## src/rtl/alu_seq.sv

```systemverilog
// alu_seq: multi-cycle sequencer driving the control lines of the 74181-based ALU/shifter datapath.
// Optional feature: define ALU_SEQ_CMP_EN to decode opcode 11 as CMP (SUB controls, flags only).
module alu_seq (
    input  logic        clk,
    input  logic        reset,
    input  logic        req,
    input  logic [3:0]  op,
    input  logic [3:0]  amt,
    input  logic [15:0] opa,
    input  logic [15:0] opb,
    output logic        busy,
    output logic        done,
    output logic [15:0] result,
    output logic        carry,
    output logic        zero,
    output logic [15:0] alu_a,
    output logic [15:0] alu_b,
    input  logic [15:0] alu_y,
    input  logic        alu_cout,
    input  logic        alu_zout,
    output logic [4:0]  alu_f,
    output logic        alu_csel,
    output logic        alu_ucin,
    output logic        alu_fcin,
    output logic        alu_notALUOE,
    output logic        alu_notShiftOE
);
    localparam logic [3:0] OpAdd  = 4'd0;
    localparam logic [3:0] OpAdc  = 4'd1;
    localparam logic [3:0] OpSub  = 4'd2;
    localparam logic [3:0] OpSbc  = 4'd3;
    localparam logic [3:0] OpAnd  = 4'd4;
    localparam logic [3:0] OpOr   = 4'd5;
    localparam logic [3:0] OpXor  = 4'd6;
    localparam logic [3:0] OpNot  = 4'd7;
    localparam logic [3:0] OpMovB = 4'd8;
    localparam logic [3:0] OpShl  = 4'd9;
    localparam logic [3:0] OpShr  = 4'd10;
    localparam logic [3:0] OpCmp  = 4'd11;

    typedef enum logic [1:0] {StIdle, StExec, StShift, StDone} state_t;

    state_t      r_state;
    logic [15:0] r_areg, r_breg, r_result;
    logic [3:0]  r_op, r_cnt;
    logic        r_carry, r_zero, r_busy, r_done;
    logic [4:0]  r_f;
    logic        r_csel, r_ucin, r_nalu_oe, r_nsh_oe;

    logic [4:0]  w_f;
    logic        w_csel, w_ucin, w_alu_en, w_sh_en, w_go_shift;
    logic        w_arith, w_upd_res, w_legal;

    // Control decode of the incoming opcode, registered at accept.
    always_comb begin
        w_f      = 5'b00000;
        w_csel   = 1'b0;
        w_ucin   = 1'b0;
        w_alu_en = 1'b1;
        w_sh_en  = 1'b0;
        case (op)
            OpAdd:  w_f = 5'b10010;
            OpAdc:  begin w_f = 5'b10010; w_csel = 1'b1; end
            OpSub:  begin w_f = 5'b01100; w_ucin = 1'b1; end
            OpSbc:  begin w_f = 5'b01100; w_csel = 1'b1; end
            OpAnd:  w_f = 5'b10111;
            OpOr:   w_f = 5'b11101;
            OpXor:  w_f = 5'b01101;
            OpNot:  w_f = 5'b00001;
            OpMovB: w_f = 5'b10101;
            OpShl, OpShr: begin
                if (amt == 4'd0) begin
                    w_f = 5'b11111;
                end else begin
                    w_f      = (op == OpShl) ? 5'b00101 : 5'b00010;
                    w_alu_en = 1'b0;
                    w_sh_en  = 1'b1;
                end
            end
`ifdef ALU_SEQ_CMP_EN
            OpCmp:  begin w_f = 5'b01100; w_ucin = 1'b1; end
`endif
            default: w_alu_en = 1'b0;
        endcase
    end

    assign w_go_shift = ((op == OpShl) || (op == OpShr)) && (amt != 4'd0);

    // Which registers the EXEC cycle updates for the latched opcode.
    always_comb begin
        w_arith   = (r_op <= OpSbc);
        w_upd_res = (r_op <= OpShr);
        w_legal   = w_upd_res;
`ifdef ALU_SEQ_CMP_EN
        if (r_op == OpCmp) begin
            w_arith = 1'b1;
            w_legal = 1'b1;
        end
`endif
    end

    always_ff @(posedge clk or posedge reset) begin
        if (reset) begin
            r_state   <= StIdle;
            r_areg    <= 16'h0000;
            r_breg    <= 16'h0000;
            r_result  <= 16'h0000;
            r_op      <= 4'd0;
            r_cnt     <= 4'd0;
            r_carry   <= 1'b0;
            r_zero    <= 1'b0;
            r_busy    <= 1'b0;
            r_done    <= 1'b0;
            r_f       <= 5'b00000;
            r_csel    <= 1'b0;
            r_ucin    <= 1'b0;
            r_nalu_oe <= 1'b1;
            r_nsh_oe  <= 1'b1;
        end else begin
            case (r_state)
                StIdle, StDone: begin
                    r_done <= 1'b0;
                    if (req) begin
                        r_areg    <= opa;
                        r_breg    <= opb;
                        r_op      <= op;
                        r_cnt     <= amt;
                        r_f       <= w_f;
                        r_csel    <= w_csel;
                        r_ucin    <= w_ucin;
                        r_nalu_oe <= ~w_alu_en;
                        r_nsh_oe  <= ~w_sh_en;
                        r_busy    <= 1'b1;
                        r_state   <= w_go_shift ? StShift : StExec;
                    end else begin
                        r_state <= StIdle;
                    end
                end
                StExec: begin
                    if (w_upd_res) r_result <= alu_y;
                    if (w_legal)   r_zero   <= alu_zout;
                    if (w_arith)   r_carry  <= alu_cout;
                    r_f       <= 5'b00000;
                    r_csel    <= 1'b0;
                    r_ucin    <= 1'b0;
                    r_nalu_oe <= 1'b1;
                    r_nsh_oe  <= 1'b1;
                    r_busy    <= 1'b0;
                    r_done    <= 1'b1;
                    r_state   <= StDone;
                end
                StShift: begin
                    r_areg  <= alu_y;
                    r_carry <= alu_cout;
                    r_cnt   <= r_cnt - 4'd1;
                    if (r_cnt == 4'd1) begin
                        r_result  <= alu_y;
                        r_zero    <= alu_zout;
                        r_f       <= 5'b00000;
                        r_nsh_oe  <= 1'b1;
                        r_busy    <= 1'b0;
                        r_done    <= 1'b1;
                        r_state   <= StDone;
                    end
                end
                default: r_state <= StIdle;
            endcase
        end
    end

    assign busy           = r_busy;
    assign done           = r_done;
    assign result         = r_result;
    assign carry          = r_carry;
    assign zero           = r_zero;
    assign alu_a          = r_areg;
    assign alu_b          = r_breg;
    assign alu_f          = r_f;
    assign alu_csel       = r_csel;
    assign alu_ucin       = r_ucin;
    assign alu_fcin       = r_carry;
    assign alu_notALUOE   = r_nalu_oe;
    assign alu_notShiftOE = r_nsh_oe;
endmodule

```

## config.mk

```make
export PLATFORM = sky130hd
export DESIGN_NAME = alu_seq
export DESIGN_NICKNAME = d
export VERILOG_FILES = /design/src/rtl/alu_seq.sv
export SDC_FILE = /design/constraint.sdc
export NUM_CORES = 1
export LEC_CHECK = 0
export BUFFER_PORTS_ARGS = -buffer_cell sky130_fd_sc_hd__buf_2
export CORE_ASPECT_RATIO = 1.1
export CORE_MARGIN = 10
export CORE_UTILIZATION = 49
export CTS_CLUSTER_DIAMETER = 150
export DETAILED_ROUTE_END_ITERATION = 16
export PLACE_DENSITY = 0.81
export SYNTH_ARGS = -nofsm -noshare
export SYNTH_HDL_FRONTEND = slang
export SYNTH_SLANG_ARGS = --single-unit
```

## constraint.sdc

```tcl
create_clock -name clk -period 3.26 [get_ports clk]
set_input_delay 0.978 -clock clk [delete_from_list [all_inputs] [get_ports clk]]
set_output_delay 0.978 -clock clk [all_outputs]
set_load 0.02 [all_outputs]
```

# ---- After elaboration in Yosys (flattened, before gate mapping)
# Cells that the tools add are included.
dict set report totals {
  register_bits 71
  inputBits 61
  elab_cells 100
}
dict set report classes {
  n_addsub 1
  order_cmp 2
  n_eq_ne 18
  mux 41
  bitwise_logic 2
  n_reduce_logical 21
}
# op count
set ops {}
lappend ops {{$pmux 16 s2} 2}
lappend ops {{$mux 16} 3}
lappend ops {{$pmux 5 s8} 1}
lappend ops {{$eq 4x3->1 const B} 4}
lappend ops {{$mux 1} 15}
lappend ops {{$mux 5} 3}
lappend ops {{$pmux 5 s3} 1}
lappend ops {{$eq 4x4->1 const B} 3}
lappend ops {{$pmux 1 s2} 6}
lappend ops {{$reduce_and 2->1} 5}
lappend ops {{$reduce_or 2->1} 5}
lappend ops {{$pmux 1 s3} 3}
lappend ops {{$reduce_or 9->1} 1}
lappend ops {{$eq 4x1->1 const B} 2}
lappend ops {{$eq 4x2->1 const B} 2}
lappend ops {{$logic_not 4->1} 2}
lappend ops {{$ne 2x2->1 const B} 4}
lappend ops {{$pmux 4 s2} 1}
lappend ops {{$mux 2} 3}
lappend ops {{$pmux 2 s3} 1}
lappend ops {{$reduce_bool 2->1} 3}
lappend ops {{$eq 2x2->1 const B} 2}
lappend ops {{$le 4x2->1 const B} 1}
lappend ops {{$le 4x4->1 const B} 1}
lappend ops {{10 further kinds} 11}

# ---- Logic depth before layout (Yosys ltp)
# Gate-level depths: netlist of the first run.
dict set report depth {
  word_depth 6
  depth_mapped 8
}

# ---- Least setup slack after synthesis of the first run
# OpenSTA, ideal clock, no wires.
dict set report synth_timing {
  kind {input-to-reg}
  startpoint {input amt[2]}
  endpoint {register r_nalu_oe, in the netlist alu_notALUOE}
  setup_time_ns 0.086
  arrival_time_ns 2.020
  required_ns 3.174
  setup_slack_ns 1.155
  path_stages 4
  path_buffers 0
  cell_sequence {or4_4 maj3_2 nor4_4 a211oi_2}
}
dict set report synth_between {
  elab_chain_cells 6
}
# element line_no
set synth_rtl {}
lappend synth_rtl {{from (decl)} 8} ;# input logic [3:0] amt,
lappend synth_rtl {{$logic_not 4->1} 72} ;# if (amt == 4'd0) begin
lappend synth_rtl {{$mux 1} 72}
lappend synth_rtl {{$pmux 1 s2} 61} ;# case (op)
lappend synth_rtl {{$not 1->1} 131} ;# r_nalu_oe <= ~w_alu_en;
lappend synth_rtl {{$mux 1} 123} ;# if (req) begin
lappend synth_rtl {{$pmux 1 s2} 120} ;# case (r_state)
lappend synth_rtl {{to (signal assigned)} 131}
lappend synth_rtl {{to (decl)} 48} ;# logic r_csel, r_ucin, r_nalu_oe, r_nsh_oe;
# No other way between the ends. The select of a mux whose other input is x is not followed.
# A chain may end at the register's enable or synchronous reset.

# ---- Worst setup path in the final report of the first run
dict set report layout_timing {
  startpoint {register r_state[0]}
  endpoint {register r_areg[14], in the netlist alu_a[14]}
}
dict set report layout_between {
  elab_chain_cells 4
  word_cells_on_any_way 8
  cone_classes {3 x eq/ne; 1 x mux; 4 x reduce/logical}
}
# element line_no
set layout_rtl {}
lappend layout_rtl {{from (decl)} 43} ;# state_t r_state;
lappend layout_rtl {{from (signal assigned)} 104} ;# r_state <= StIdle;
lappend layout_rtl {{from (signal assigned)} 134} ;# r_state <= w_go_shift ? StShift : StExec;
lappend layout_rtl {{from (signal assigned)} 136} ;# r_state <= StIdle;
lappend layout_rtl {{$eq 2x2->1 or $logic_not 2->1 (tied branches)} 120}
lappend layout_rtl {{$reduce_or 2->1} 120}
lappend layout_rtl {{$ne 2x2->1 (no source line) or $reduce_bool 2->1 (tied branches)} n/a}
lappend layout_rtl {{$reduce_and 2->1 (no source line)} n/a}
lappend layout_rtl {{to (signal assigned)} 124} ;# r_areg <= opa;
lappend layout_rtl {{to (signal assigned)} 153} ;# r_areg <= alu_y;
lappend layout_rtl {{to (decl)} 44} ;# logic [15:0] r_areg, r_breg, r_result;
# Parallel ways exist; a longest one is shown, timed or not.

==> impl_metrics.yaml, run 1 <==
routing:
  via_per_inst: 5.20
  wl_per_cell_um: 16.9
  drcViolationCount: 0
  dr.first_iter.drc_count: 82
  first_pass_iters: 5
  wl_um: 8270
  via_count: 2545
  ant_nets: 0
die:
  ios: 123
  initial_utilization_pct: 50.1
  num_rows: 31
  dieHeight_um: 106
  dieWidth_um: 97.8
  coreArea_sq_um: 6520
  fp.dieArea_sq_um: 10300
synthesis:
  synthCells: 281
  ys_seq_area_share_pct: 54.5
  synth_flop_cell: "dfrtp_1"
  synth_nets: 346
  synthDistinctLibCells: 42
  syn_avg_cell_area_sq_um: 11.6
  synthArstFlopShare_pct: 100
  synth_warnings: 0
  synth_area_sq_um: 3260
  ys_ff_latch: 71
  synth_edf_count: 0
power:
  total_power_mw: 4.58
  ir_drop_mv: 0.616
  p_sw_mw: 1.90
  seqPwrFrac_pct: 34.0
  leakage_nw: 1.98
  clkPwrFrac_pct: 17.5
  swShare_pct: 41.6
  power.density_nw_per_um2: 1100
  internal_power_mw: 2.67
  combPwrFrac_pct: 48.5
clock_tree:
  cts-resized-gates: 0
  cts_setup_buffers: 0
  cts_tree: "yes"
  cts.clk_slew.worst_paths_ns: 0.07
  cts_root_buffer: "clkbuf_8"
  htreeDepth: 3
  insertion_delay_ns: 0.34
  cts_hold_buf: 0
  numCtsBuffers: 9
  cts_sinks: 71
  clock_path_buffers: 2
timing:
  final.period_utilization_pct: 68.6
  final_max_slew_viol_count: 0
  setup_tns_ns: 0
  post-route-min-period_ns: 2.24
  fin_skew_ns: 0.00840
  fmax_mhz: 447
  grt_setup_unrepaired: "false"
  slew_headroom_pct: 47.6
  hold_viol_final: 0
  tightest_slew_ns: 0.769
  setup_viol: 0
worst_setup_path:
  path_cells: "inv_1 > ha_1 > mux2i_4 > buf_4 > o21ai_0"
  slowest_stage: "mux2i_4"
  cp-start-kind: "flip-flop"
  worstPathMaxFanout: 30
  ff2ff_setup_slack_ns: 1.02
  max_stage_delay_ns: 0.75
  critPathCaptureType: "flip-flop"
  path_delay_family: "multiplexers"
  r2r-start: "r_state[0]$_DFFE_PP0P_"
  worstReg2RegEnd: "alu_a[14]$_DFFE_PP0P_"
  cp.arrival_ns: 2.45
  worst-path-buf-inv: 2
  worstPathRequired_ns: 3.48
  worstRegToRegCells: 5
  crit_type: "reg -> reg"
hold_path:
  min_delay_path_depth: 2
  holdPathEnd: "alu_a[13]$_DFFE_PP0P_"
  hold_start: "alu_a[13]$_DFFE_PP0P_"
  hp-class: "reg -> reg"
grt:
  grt_pass1_vias: 2848
  grt_max_degree: 32
  grt_pass1_wl_um: 13800
  grt_usage_pct: 16.0
  grt.overflow.total: 0
  antenna_found_initial: 1
layout:
  fillCellCount: 552
  drive_gt1_share_pct: 44.8
  ff_latch_area_sq_um: 1780
  final_common_cell: "buf_2"
  nNetsFinal: 466
  most-common-layout-cells: "122 x buf_2, 69 x dfrtp_1, 28 x o21ai_0, 27 x mux2_2, 26 x nand2_1"
  fin_area_sq_um: 4170
  syn_to_final_growth_pct: 27.8
  multi_input_area_sq_um: 1370
place:
  portBuffers: 122
  hpwl_um: 6300
  postPlaceCellArea_sq_um: 3940
  gp_congestion: 0.758
run:
  cap_violations: 0
status:
  outcome: "completed"
[metrics by stage]
step / setup WS [ns] / hold slack (ns) / utilization, % / std cells
global route: 0.860 / 0.505 / 64.0 / 488
detailed placement: 0.891 / 0.465 / 60.4 / 472
global placement: 0.955 / 0.458 / 60.4 / 472
floorplan: 0.489 / 0.450 / - / 281
finish: 1.02 / 0.474 / 64.0 / 489
CTS: 1.02 / 0.484 / 64.0 / 488
[tightest hold or removal path: stages, from the launching register on]
cell	delay (ns)
dfrtp_1	0.34
nand2_1	0.04
o21ai_0	0.06
[logic make-up after synthesis]
family | Yosys count | share of synthesized area [%]
fa+ha+maj | 5 | 1.88
flops | 71 | 54.5
xor+xnor | 1 | 0.268
buf+inv | 28 | 3.91
compound gates | 64 | 12.0
mux | 56 | 18.6
simple gates | 56 | 8.82
[sequential cells by signal (all words and copies together) (netlist names), 2 cells and up]
| signal | cells |
|---|---|
| alu_a | 16 |
| alu_b | 16 |
| alu_f | 5 |
| r_cnt | 4 |
| r_op | 4 |
| r_state | 2 |
| result | 16 |
[how the worst max path moves through the flow]
| stage | start | cells past startpoint | endpoint | slack, ns |
|---|---|---|---|---|
| floorplan | reset | 1 | alu_a[0]$_DFFE_PP0P_ | 0.49 |
| global placement | amt[2] | 5 | alu_f[1]$_DFFE_PP0P_ | 0.96 |
| detailed placement | amt[2] | 5 | alu_f[1]$_DFFE_PP0P_ | 0.89 |
| CTS | r_state[0]$_DFFE_PP0P_ | 5 | alu_a[14]$_DFFE_PP0P_ | 1.02 |
| global route | r_state[0]$_DFFE_PP0P_ | 5 | alu_a[7]$_DFFE_PP0P_ | 0.86 |
| finish | r_state[0]$_DFFE_PP0P_ | 5 | alu_a[14]$_DFFE_PP0P_ | 1.02 |
[area by class of cell]
type | count | share of cell area [%]
repair buffers | 127 | 15.5
clock inverters | 5 | 1.92
flip-flops and latches | 71 | 42.7
diodes | 1 | 0.0600
multi-input cells | 182 | 32.8
clock buffers | 11 | 3.63
well taps | 82 | 2.46
inverters | 10 | 0.900
[routing by layer]
| metal | GRT usage, % | wire length [um] | up-vias |
|---|---|---|---|
| met5 | 0 | 0 | - |
| met4 | 6.44 | 152 | 0 |
| met3 | 5.09 | 596 | 12 |
| met2 | 28.0 | 4330 | 84 |
| met1 | 17.4 | 3190 | 1216 |
| li1 | - | - | 1233 |
[Yosys cell counts (4+ instances only)]
| cell type | count | area (sq um) |
|---|---|---|
| mux2i_1 | 18 | 180 |
| mux2_2 | 27 | 304 |
| ha_1 | 4 | 50.1 |
| buf_2 | 9 | 45.0 |
| mux2_1 | 11 | 124 |
| nor3_1 | 5 | 25.0 |
| dfrtp_1 | 69 | 1730 |
| nor2_1 | 10 | 37.5 |
| clkbuf_1 | 7 | 26.3 |
| nand2_1 | 26 | 97.6 |
| nor2b_1 | 4 | 25.0 |
| o21ai_0 | 28 | 140 |
| inv_1 | 10 | 37.5 |
| a21oi_1 | 15 | 75.1 |
[power groups by stage]
stage	sequential (mW)	clock, mW	combinational, mW
6_report	1.56	0.802	2.22
5_1_grt	1.61	0.861	2.43
4_1_cts	1.56	0.818	2.26
3_5_place_dp	1.57	0	2.25
3_3_place_gp	1.54	0	2.20
2_1_floorplan	2.00	0	1.12
(Power assumes the default switching activity.)
==> run 2, diff against run 1 <==
--- a/config.mk
+++ b/config.mk
@@ -8,10 +8,10 @@
 export BUFFER_PORTS_ARGS = -buffer_cell sky130_fd_sc_hd__buf_2
 export CORE_ASPECT_RATIO = 1.1
 export CORE_MARGIN = 10
-export CORE_UTILIZATION = 49
+export CORE_UTILIZATION = 44
 export CTS_CLUSTER_DIAMETER = 150
 export DETAILED_ROUTE_END_ITERATION = 16
-export PLACE_DENSITY = 0.81
+export PLACE_DENSITY = 0.77
 export SYNTH_ARGS = -nofsm -noshare
 export SYNTH_HDL_FRONTEND = slang
 export SYNTH_SLANG_ARGS = --single-unit
==> constraint.sdc (replaced) <==
create_clock -name clk -period 2 [get_ports clk]
set_input_delay 0.6 -clock clk [delete_from_list [all_inputs] [get_ports clk]]
set_output_delay 0.6 -clock clk [all_outputs]
set_load 0.02 [all_outputs]
==> run 2 against run 1 <==
  * Final cell count rose by 1.8%
  * Via count rose by 1.8%
  * Clock skew up 0.0076 ns
  * First-iteration DRC count is 37% lower
  * Non-clock buffer count up 8
  * Flip-flop and latch count unchanged
  * Clock power rose by 42%
  * Combinational power grew 74%
  * Count of clock-buffer cells in the layout up 1
  * Register-to-register slack got worse by 0.82 ns
  * Total power up 65%
  * Largest cell class unchanged
  * Highest routed layer unchanged
==> impl_metrics.yaml, run 2 (synthesis results as in run 1) <==
timing:
  final_max_slew_viol_count: 0
  fin_skew_ns: 0.0160
  setup_tns_ns: 0
  final.period_utilization_pct: 89.8
  slew_headroom_pct: 74.8
  grt_setup_unrepaired: "false"
  fmax_mhz: 557
  setup_viol: 0
  tightest_slew_ns: 0.370
  hold_viol_final: 0
  post-route-min-period_ns: 1.80
routing:
  first_pass_iters: 4
  wl_um: 8340
  drcViolationCount: 0
  ant_nets: 0
  via_per_inst: 5.20
  dr.first_iter.drc_count: 52
  wl_per_cell_um: 16.8
  via_count: 2590
worst_setup_path:
  critPathCaptureType: "flip-flop"
  r2r-start: "r_state[0]$_DFFE_PP0P_"
  crit_type: "reg -> reg"
  worstPathRequired_ns: 2.19
  crit_start: "r_state[0]$_DFFE_PP0P_"
  path_cells: "inv_1 > ha_1 > o22ai_1 > nor2_4 > buf_12 > mux2_1"
  cp-start-kind: "flip-flop"
  worst-path-buf-inv: 2
  slowest_stage: "dfrtp_1"
  path_delay_family: "flip-flops"
  cp.arrival_ns: 1.99
  worstPathMaxFanout: 17
  max_stage_delay_ns: 0.40
layout:
  diodes: 0
  drive_gt1_share_pct: 45.5
  final_common_cell: "buf_2"
  fillCellCount: 627
  syn_to_final_growth_pct: 30.3
  fin_util_pct: 59.7
  most-common-layout-cells: "122 x buf_2, 69 x dfrtp_1, 28 x o21ai_0, 27 x mux2_2, 26 x nand2_1"
  fin_cells: 498
  nNetsFinal: 474
power:
  ir_drop_mv: 0.902
  power.density_nw_per_um2: 1770
  leakage_nw: 2.02
grt:
  grt_pass1_wl_um: 13800
  grt_pass1_vias: 2822
  grtUsageMet1_pct: 17.4
  met2_usage_pct: 26.3
  use_met3_pct: 5.42
  antenna_found_initial: 0
  grt.overflow.total: 0
  grt_max_degree: 72
  grt_usage_pct: 15.5
  grt_busiest_layer: "met2"
clock_tree:
  cts.clk_slew.worst_paths_ns: 0.08
  cts_sinks: 71
  cts_tree: "yes"
  insertion_delay_ns: 0.33
  cts_hold_buf: 0
  cts-resized-gates: 0
  cts_setup_buffers: 0
  clock_path_buffers: 2
  htreeDepth: 3
  cts_root_buffer: "clkbuf_8"
  numCtsBuffers: 9
run:
  cap_violations: 0
place:
  dp.cells: 483
  gp_congestion: 0.766
  hpwl_um: 6340
  portBuffers: 122
hold_path:
  hp-class: "in -> async"
die:
  initial_utilization_pct: 45.8
  num_rows: 32
  ios: 123
  dieHeight_um: 110
  dieWidth_um: 102
  fp.dieArea_sq_um: 11300
  coreArea_sq_um: 7130
status:
  outcome: "completed"
[run 2: cell count changes in the layout (fill, tap and decap cells not counted), sizes merged]
cell,change
clkbuf,+1
buf,+8
diode,-1
inv,-1
bufinv,-1
[run 2: where the power goes]
part | internal [mW] | switching (mW)
registers | 2.16 | 0.371
clock network | 0.637 | 0.508
logic | 1.63 | 2.23
total | 4.43 | 3.11
[run 2: worst register-to-register path: cells and delay by family (launching register included)]
kind | cells | cell delay (ns)
muxes | 1 | 0.35
AOI/OAI and AO/OA | 1 | 0.20
DFF | 1 | 0.40
adders and majority gates | 1 | 0.36
and+or+nand+nor | 1 | 0.13
buffers and inverters | 2 | 0.23
[run 2: layer usage]
| layer | vias up | wire length (um) |
|---|---|---|
| met3 | 6 | 617 |
| li1 | 1246 | - |
| met5 | - | 0 |
| met1 | 1269 | 3280 |
| met2 | 69 | 4360 |
| met4 | 0 | 89 |
[run 2: per-stage QoR]
step                setup slack, ns  instance area (sq um)  power (mW)  hold WS (ns)
floorplan                     0.256                   3270        5.08         0.450
global placement              0.114                   4060        6.36         0.455
detailed placement           0.0847                   4060        6.50         0.465
CTS                           0.175                   4250        7.67         0.366
global route                  0.116                   4250        8.13         0.375
finish                        0.205                   4250        7.54         0.351
[run 2: final timing paths]
| path | endpoint | slack, ns | cells after the start |
|---|---|---|---|
| min reg2reg | alu_a[6]$_DFFE_PP0P_ | 0.47 | 2 |
| max | result[4]$_DFFE_PP0P_ | 0.20 | 6 |
| max in group asynchronous | alu_notALUOE$_DFFE_PP1P_ | 1.30 | 3 |
| min in group clk | alu_a[6]$_DFFE_PP0P_ | 0.47 | 2 |
| max reg2reg | result[4]$_DFFE_PP0P_ | 0.20 | 6 |
| min | result[1]$_DFFE_PP0P_ | 0.35 | 3 |
[run 2: area by class of cell]
class	count	area (sq um)	share of cell area, %
clock buffer	12	155	3.65
sequential	71	1780	41.8
inverter	10	41.3	0.971
multi-input combinational	182	1370	32.2
timing repair buffer	135	758	17.8
clock inverter	3	42.5	1.00
tap	85	106	2.50
